## config.mk

```make
export PLATFORM = sky130hd
export DESIGN_NAME = dac_8bit_bipolar
export DESIGN_NICKNAME = d
export VERILOG_FILES = /design/src/rtl/dac_8bit_bipolar.sv
export SDC_FILE = /design/constraint.sdc
export NUM_CORES = 1
export LEC_CHECK = 0
export CAP_MARGIN = 20
export CELL_PAD_IN_SITES_DETAIL_PLACEMENT = 1
export CELL_PAD_IN_SITES_GLOBAL_PLACEMENT = 1
export CORE_MARGIN = 2
export CORE_UTILIZATION = 37
export DETAILED_ROUTE_END_ITERATION = 8
export GPL_ROUTABILITY_DRIVEN = 0
export PLACE_DENSITY = 0.86
export SLEW_MARGIN = 20
export SYNTH_ARGS = -nofsm -noshare
export SYNTH_HDL_FRONTEND = slang
export SYNTH_SLANG_ARGS = --single-unit
```

## constraint.sdc

```tcl
create_clock -name clk -period 6 [get_ports clk]
set_clock_uncertainty 0.15 [all_clocks]
set_input_delay 1.2 -clock clk [delete_from_list [all_inputs] [get_ports clk]]
set_output_delay 1.2 -clock clk [all_outputs]
set_load 0.02 [all_outputs]
```

## src/rtl/dac_8bit_bipolar.sv

```systemverilog
// dac_8bit_bipolar: clocked bipolar 8-bit DAC, two's-complement code in, IEEE-754 double volts out.
// Define DAC_SLEW_LIMIT_EN to compile in the SLEW state (output ramps SLEW_STEP codes per cycle).
module dac_8bit_bipolar #(
   parameter int CONV_CYCLES = 10,
   parameter int SLEW_STEP   = 4
) (
   input  logic        clk,
   input  logic        rst_n,
   input  logic [7:0]  din,
   input  logic        din_valid,
   output logic        din_ready,
   output logic [63:0] analog_out,
   output logic        dout_valid,
   output logic        conv_done
);
   localparam int CW = CONV_CYCLES > 1 ? $clog2(CONV_CYCLES) : 1;

   if (CONV_CYCLES < 1) begin : g_bad_conv
      $error("CONV_CYCLES must be >= 1");
   end
   if (SLEW_STEP < 1 || SLEW_STEP > 255) begin : g_bad_step
      $error("SLEW_STEP must be 1..255");
   end

   // Volts = code * 5/64, so the magnitude is an integer n scaled by 2^-6; full scale is n = 640.
   function automatic logic [63:0] to_bits(input logic [7:0] c);
      logic [7:0]  a;
      logic [9:0]  n;
      logic [51:0] f;
      int          p;
      a = c[7] ? 8'(-c) : c;
      n = (c == 8'h7F || c == 8'h81 || c == 8'h80) ? 10'd640 : 10'(a) * 10'd5;
      p = 0;
      for (int i = 0; i < 10; i++) if (n[i]) p = i;
      f = 52'(n) << (52 - p);
      return n == '0 ? 64'h0 : {c[7], 11'(1017 + p), f};
   endfunction

   typedef enum logic [1:0] {IDLE, CONVERT, HOLD `ifdef DAC_SLEW_LIMIT_EN , SLEW `endif} state_t;

   state_t        state_q;
   logic [CW-1:0] cnt_q;
   logic [7:0]    target_q, cur_q, cur_d;
   logic [63:0]   analog_q;
   logic          dout_valid_q, conv_done_q, done_d, busy;

`ifdef DAC_SLEW_LIMIT_EN
   localparam logic signed [8:0] STEP = 9'(SLEW_STEP);
   logic signed [8:0] diff, nxt;
   always_comb begin
      diff   = $signed({target_q[7], target_q}) - $signed({cur_q[7], cur_q});
      done_d = diff <= STEP && diff >= -STEP;
      nxt    = $signed({cur_q[7], cur_q}) + (diff[8] ? -STEP : STEP);
      cur_d  = done_d ? target_q : nxt[7:0];
   end
   assign busy = state_q == CONVERT || state_q == SLEW;
`else
   always_comb begin
      done_d = 1'b1;
      cur_d  = target_q;
   end
   assign busy = state_q == CONVERT;
`endif

   assign din_ready  = rst_n && !busy;
   assign analog_out = analog_q;
   assign dout_valid = dout_valid_q;
   assign conv_done  = conv_done_q;

   always_ff @(posedge clk) begin
      conv_done_q <= 1'b0;
      if (!rst_n) begin
         state_q      <= IDLE;
         cnt_q        <= '0;
         target_q     <= '0;
         cur_q        <= '0;
         analog_q     <= 64'h0;
         dout_valid_q <= 1'b0;
      end else if (din_valid && din_ready) begin
         target_q     <= din;
         cnt_q        <= CW'(CONV_CYCLES - 1);
         state_q      <= CONVERT;
         dout_valid_q <= 1'b0;
      end else if (state_q == CONVERT && cnt_q != '0) begin
         cnt_q <= cnt_q - CW'(1);
      end else if (busy) begin
         cur_q    <= cur_d;
         analog_q <= to_bits(cur_d);
         if (done_d) begin
            state_q      <= HOLD;
            dout_valid_q <= 1'b1;
            conv_done_q  <= 1'b1;
         end
`ifdef DAC_SLEW_LIMIT_EN
         else state_q <= SLEW;
`endif
      end
   end
endmodule
```

==> impl_metrics.py <==
metrics = {
    "route": {
        "num_vias": 3254,
        "first_pass_iters": 4,
        "via_per_inst": 5.69,
        "antenna_left": 0,
        "drt_iter0_drc": 180,
        "wl_per_cell_um": 17.4,
        "route.detailed.drc": 0,
        "postRouteWirelength_mm": 9.94,
    },
    "timing": {
        "fmax_mhz": 176,
        "setup_tns_ns": 0,
        "drv_slew": 0,
        "slew_headroom": 0.526,
        "rsz0062_at_grt": "no",
        "post-route-period-util": 0.948,
        "finalHoldViolCount": 0,
        "worst_pin_slew_ns": 0.706,
        "min_period_ns": 5.69,
        "setup_viol": 0,
        "worst_slack_ns": 0.314,
    },
    "power": {
        "sw_frac_of_total": 0.504,
        "p_int_uw": 894,
        "p_per_area_nw_per_um2": 454,
        "p_total_mw": 1.80,
        "p_seq_frac": 0.200,
        "clockPowerShare": 0.129,
        "p_sw_uw": 908,
        "vdd_ir_drop_max_mv": 0.193,
        "p_comb_frac": 0.672,
        "p_leak_nw": 1.66,
    },
    "final_layout": {
        "layout_common_cells": "nand2_1, clkdlybuf4s50_1, dfxtp_1",
        "n_antenna_cell": 0,
        "fillers": 1105,
        "finalNonFillerCells": 572,
        "fin_util": 0.438,
        "area_growth_pct": 16.6,
        "final_common_cell": "nand2_1",
        "fin_nets": 491,
        "drive_gt1_frac": 0.0933,
    },
    "die": {
        "core_um2": 9060,
        "start_util": 0.376,
        "die-area_um2": 9990,
        "dieWidth_um": 99.9,
        "fp-row-count": 35,
        "ios": 78,
        "die_y_um": 99.9,
    },
    "critical_path": {
        "timing.critical_path.from": "cur_d[1]",
        "regToRegEndpoint": "analog_out[40]",
        "reg2reg_from": "cur_d[1]",
        "reg2regPathDepth": 19,
        "crit_end": "analog_out[40]",
        "required_ns": 6.09,
        "worstPathArrival_ns": 5.77,
        "rrSetupSlack_ns": 0.31,
        "cp_max_fo": 14,
        "criticalPathCategory": "reg2reg",
        "end_kind": "register",
        "worstSetupStartpointType": "register",
    },
    "run": {
        "drv_cap": 0,
    },
    "yosys": {
        "ys.warnings.count": 0,
        "synth.cell_area_um2": 3400,
        "postSynthAreaPerCell_um2": 8.05,
        "synth_edf_count": 0,
        "synth_flop_cell": "dfxtp_1",
        "yosysSeqAreaShare": 0.259,
        "netlist_instances": 423,
        "ys_types": 79,
        "synth-seq-cells": 44,
        "synthArstFlopShare": 0,
    },
    "cts": {
        "clkSlewWorstSetupHoldPaths_ns": 0.09,
        "cts-hold-fix-buffers": 0,
        "clkSinkCount": 44,
        "numCtsBuffers": 5,
        "cts-root-buf": "clkbuf_8",
        "cts_tree": "yes",
        "clk_path_buf_depth": 2,
        "cts_max_level": 2,
        "clock_latency_ns": 0.30,
    },
    "place": {
        "hpwl_mm": 7.46,
        "pre_cts_ws_ns": 0.141,
        "dp_cells": 561,
        "io_buffers": 45,
    },
    "grt": {
        "grt_pass1_wl_mm": 15.8,
        "grt_max_degree": 25,
        "track_usage": 0.192,
        "antenna_found_initial": 0,
        "grt-ovfl-total": 0,
        "grt_pass1_vias": 3268,
    },
    "min_path": {
        "whs_path_depth": 2,
        "min_path_type": "reg2reg",
    },
    "run_status": {
        "outcome": "completed",
    },
}
==> registers in the layout (all words and copies together), names as in the netlist <==
signal and flops:
conv_done 1, dout_valid 1, cur_d 8, state_q 1, analog_out 29, cnt_q 4
==> power by group through the flow <==
stage	sequential (mW)	clock, mW	combinational, mW
detailed placement	0.367	0	1.14
global route	0.365	0.246	1.32
floorplan	0.390	0	0.826
CTS	0.360	0.234	1.16
finish	0.360	0.232	1.21
global placement	0.364	0	1.10
==> cells by family (layout without fill, tap and decap cells) <==
family | count (synthesis) | in the layout | share of synthesized area
DFF | 44 | 44 | 0.259
adders and majority gates | 20 | 20 | 0.0757
muxes | 5 | 5 | 0.0184
other | 1 | 32 | 0.00110
xor gates and xnor gates | 16 | 16 | 0.0500
AOI/OAI and AO/OA | 114 | 114 | 0.257
buffers and inverters | 71 | 78 | 0.122
and+or+nand+nor | 152 | 152 | 0.218
==> worst max-delay path: stages (launching register included) <==
cell        delay, ns
dfxtp_1          0.42
inv_1            0.10
ha_1             0.29
mux2i_2          0.31
inv_1            0.15
ha_1             0.30
ha_1             0.25
fa_1             0.44
a21o_1           0.23
a221oi_4         0.40
xnor2_4          0.27
nor2_1           0.15
nand2_1          0.19
inv_2            0.08
ha_1             0.45
clkinvlp_4       0.32
a2111oi_0        0.57
a41oi_1          0.14
o211a_1          0.21
o2bb2ai_1        0.16
==> per-layer routing <==
metal | up-vias | routed length [µm] | GRT usage
li1 | 1532 | - | -
met1 | 1571 | 4080 | 0.238
met2 | 128 | 5010 | 0.340
met3 | 23 | 639 | 0.0313
met4 | 0 | 208 | 0.0601
met5 | - | 0 | 0
==> how the worst min path moves through the flow <==
stage                   startpoint              to  slack, ns
floorplan               state_q[0]      state_q[0]       0.29
global placement    analog_out[39]  analog_out[39]       0.28
detailed placement  analog_out[39]  analog_out[39]       0.30
CTS                 analog_out[39]  analog_out[39]       0.31
global route        analog_out[37]  analog_out[37]       0.33
finish              analog_out[39]  analog_out[39]       0.30
==> Yosys cell counts, drive strengths merged (5+ instances only) <==
master	count	area [µm²]
nand2b	8	50.1
o211ai	5	42.5
o311ai	5	51.3
o21ai	28	140
o21a	5	45.0
o31ai	5	37.5
nor3	7	51.3
buf	44	312
xor2	5	51.3
and3	9	56.3
a21oi	10	53.8
inv	13	48.8
xnor2	11	119
nor2	33	126
nand2	57	214
dfxtp	44	881
nand3	17	85.1
a22oi	6	45.0
clkbuf	14	53.8
ha	19	238
==> stage by stage <==
stage / area [µm²] / hold slack (ns)
finish: 3970 / 0.302
CTS: 3920 / 0.308
global placement: 3810 / 0.278
floorplan: 3520 / 0.291
global route: 3970 / 0.330
detailed placement: 3810 / 0.296
==> final cells by class <==
class / count / area [µm²] / area share
clock buffers: 6 / 72.6 / 0.0183
clock inverters: 2 / 35.0 / 0.00882
flip-flops and latches: 44 / 881 / 0.222
well taps: 111 / 139 / 0.0350
multi-input cells: 339 / 2250 / 0.567
repair buffers: 57 / 541 / 0.136
inverters: 13 / 52.6 / 0.0132
==> what timing repair did <==
| action | CTS | global route |
|---|---|---|
| resized for setup | 0 | 5 |
| buffers inserted | 0 | 3 |
| endpoints found under the setup margin | 0 | 11 |
Note: power is estimated with default switching activity, not from simulation.
==> variant: new RTL, same settings <==
Change the parameter `CONV_CYCLES` from 10 to 11.
--- a/src/rtl/dac_8bit_bipolar.sv
+++ b/src/rtl/dac_8bit_bipolar.sv
@@ -1,7 +1,7 @@
 // dac_8bit_bipolar: clocked bipolar 8-bit DAC, two's-complement code in, IEEE-754 double volts out.
 // Define DAC_SLEW_LIMIT_EN to compile in the SLEW state (output ramps SLEW_STEP codes per cycle).
 module dac_8bit_bipolar #(
-   parameter int CONV_CYCLES = 10,
+   parameter int CONV_CYCLES = 11,
    parameter int SLEW_STEP   = 4
 ) (
    input  logic        clk,
Check against the original RTL: same outputs for any inputs over 4 cycles, from zero or initial values and one cycle with rst_n low; that may be too few to reach the edited logic, so the function may still have changed.
==> variant against the unedited design <==
Sequential cell count stayed put. Routed wire length down 11%. Total power fell by 17%. Critical path depth grew 2. Setup slack got worse by 54 ps. Synthesized cell count down 8.3%. Area after synthesis shrank 8.1%. Design area shrank 7.8%. Critical path type unchanged. Critical endpoint is now analog_out[50]$_SDFFE_PN0P_. Largest cell class unchanged. Largest power group unchanged. Highest routed layer unchanged.
==> variant: results (changes against the unedited design) <==
.. list-table::
   :header-rows: 1

   * - Metric
     - Value
   * - Leakage component of the power
     - 1.53 nW (was 1.66 nW)
   * - Tightest Pin Transition
     - 617 ps (was 706 ps)
   * - Synthesized-area fraction occupied by xor and xnor cells
     - 3.64% (was 5.00%)
   * - Slowest stage cell on the critical path
     - sky130_fd_sc_hd__dfxtp_2 (was sky130_fd_sc_hd__a2111oi_0)
   * - Outcome
     - complete, no violations (unchanged)
   * - Cell class contributing the biggest share of worst-path delay
     - compound AO/OA/AOI/OAI gates (was adder cells)
   * - Synthesized instance count
     - 388 (was 423)
   * - Number of global-route vias before repair
     - 2,936 (was 3,268)
   * - Highest ir drop seen on vdd
     - 0.170 mV (was 0.193 mV)
   * - Number of different library cells in the post-synthesis netlist
     - 69 (was 79)
   * - Placed inst area
     - 3530 um2 (was 3810 um2)
   * - Compound-Gate Fraction of Synth Area
     - 22.4% (was 25.7%)
   * - FMAX
     - 0.174 GHz (was 0.176 GHz)
   * - Synth top cells by count
     - sky130_fd_sc_hd__nand2_1 (50), sky130_fd_sc_hd__dfxtp_1 (44), sky130_fd_sc_hd__buf_4 (35), sky130_fd_sc_hd__nor2_1 (28), sky130_fd_sc_hd__o21ai_0 (28) (was sky130_fd_sc_hd__nand2_1 (57), sky130_fd_sc_hd__dfxtp_1 (44), sky130_fd_sc_hd__buf_4 (37), sky130_fd_sc_hd__nor2_1 (32), sky130_fd_sc_hd__o21ai_0 (24))
   * - Data arrival time of the critical path
     - 5850 ps (was 5770 ps)
   * - Drt pass-1 iters
     - 5 (was 4)
   * - Proportion of layout cells with a drive suffix above 1
     - 7.94% (was 9.33%)
   * - Sequential area share after synthesis
     - 28.2% (was 25.9%)
   * - Worst slack, placed
     - 191 ps (was 141 ps)
   * - Endpoint, Worst Hold
     - analog_out[46]$_SDFFE_PN0P_ (was analog_out[39]$_SDFFE_PN0P_)
   * - Largest cells by area after synthesis
     - sky130_fd_sc_hd__dfxtp_1 (28%), sky130_fd_sc_hd__buf_4 (8.4%), sky130_fd_sc_hd__ha_1 (7.6%) (was sky130_fd_sc_hd__dfxtp_1 (26%), sky130_fd_sc_hd__buf_4 (8.2%), sky130_fd_sc_hd__ha_1 (7.0%))
   * - Destination of the worst register-to-register timing path
     - analog_out[50]$_SDFFE_PN0P_ (was analog_out[40]$_SDFFE_PN0P_)
   * - Worst reg2reg path startpoint
     - cur_d[0]$_SDFFE_PN0P_ (was cur_d[1]$_SDFFE_PN0P_)
   * - Share of cell area taken by muxes after synthesis
     - 3.24% (was 1.84%)
   * - Via Count
     - 2,983 (was 3,254)
## variant: layer usage
layer  vias up  share of wire, %  GRT usage [%]  routed length [um]
li1       1402                 -              -                   -
met1      1454                44           24.4                3870
met2       110                49           33.9                4320
met3        17               5.4           3.60                 477
met4         0               1.8           6.31                 161
met5         -                 0              0                   0
## variant: cell type report
| cell class | count | area, um2 |
|---|---|---|
| Clock inverter | 3 | 46.3 |
| Clock buffer | 5 | 68.8 |
| Sequential cell | 44 | 882 |
| Tap cell | 105 | 131 |
| Multi-Input combinational cell | 304 | 1940 |
| Timing Repair Buffer | 55 | 526 |
| Inverter | 17 | 63.8 |
| Fill cell | 1023 | 4560 |
## variant: power by group through the flow
stage                     registers, mW  logic, mW  clock network (mW)
after floorplan                   0.372      0.633                   0
after global placement            0.352      0.837                   0
after detailed placement          0.354      0.869                   0
after CTS                         0.348      0.879               0.245
after global routing              0.352      0.974               0.259
final                             0.347      0.904               0.245
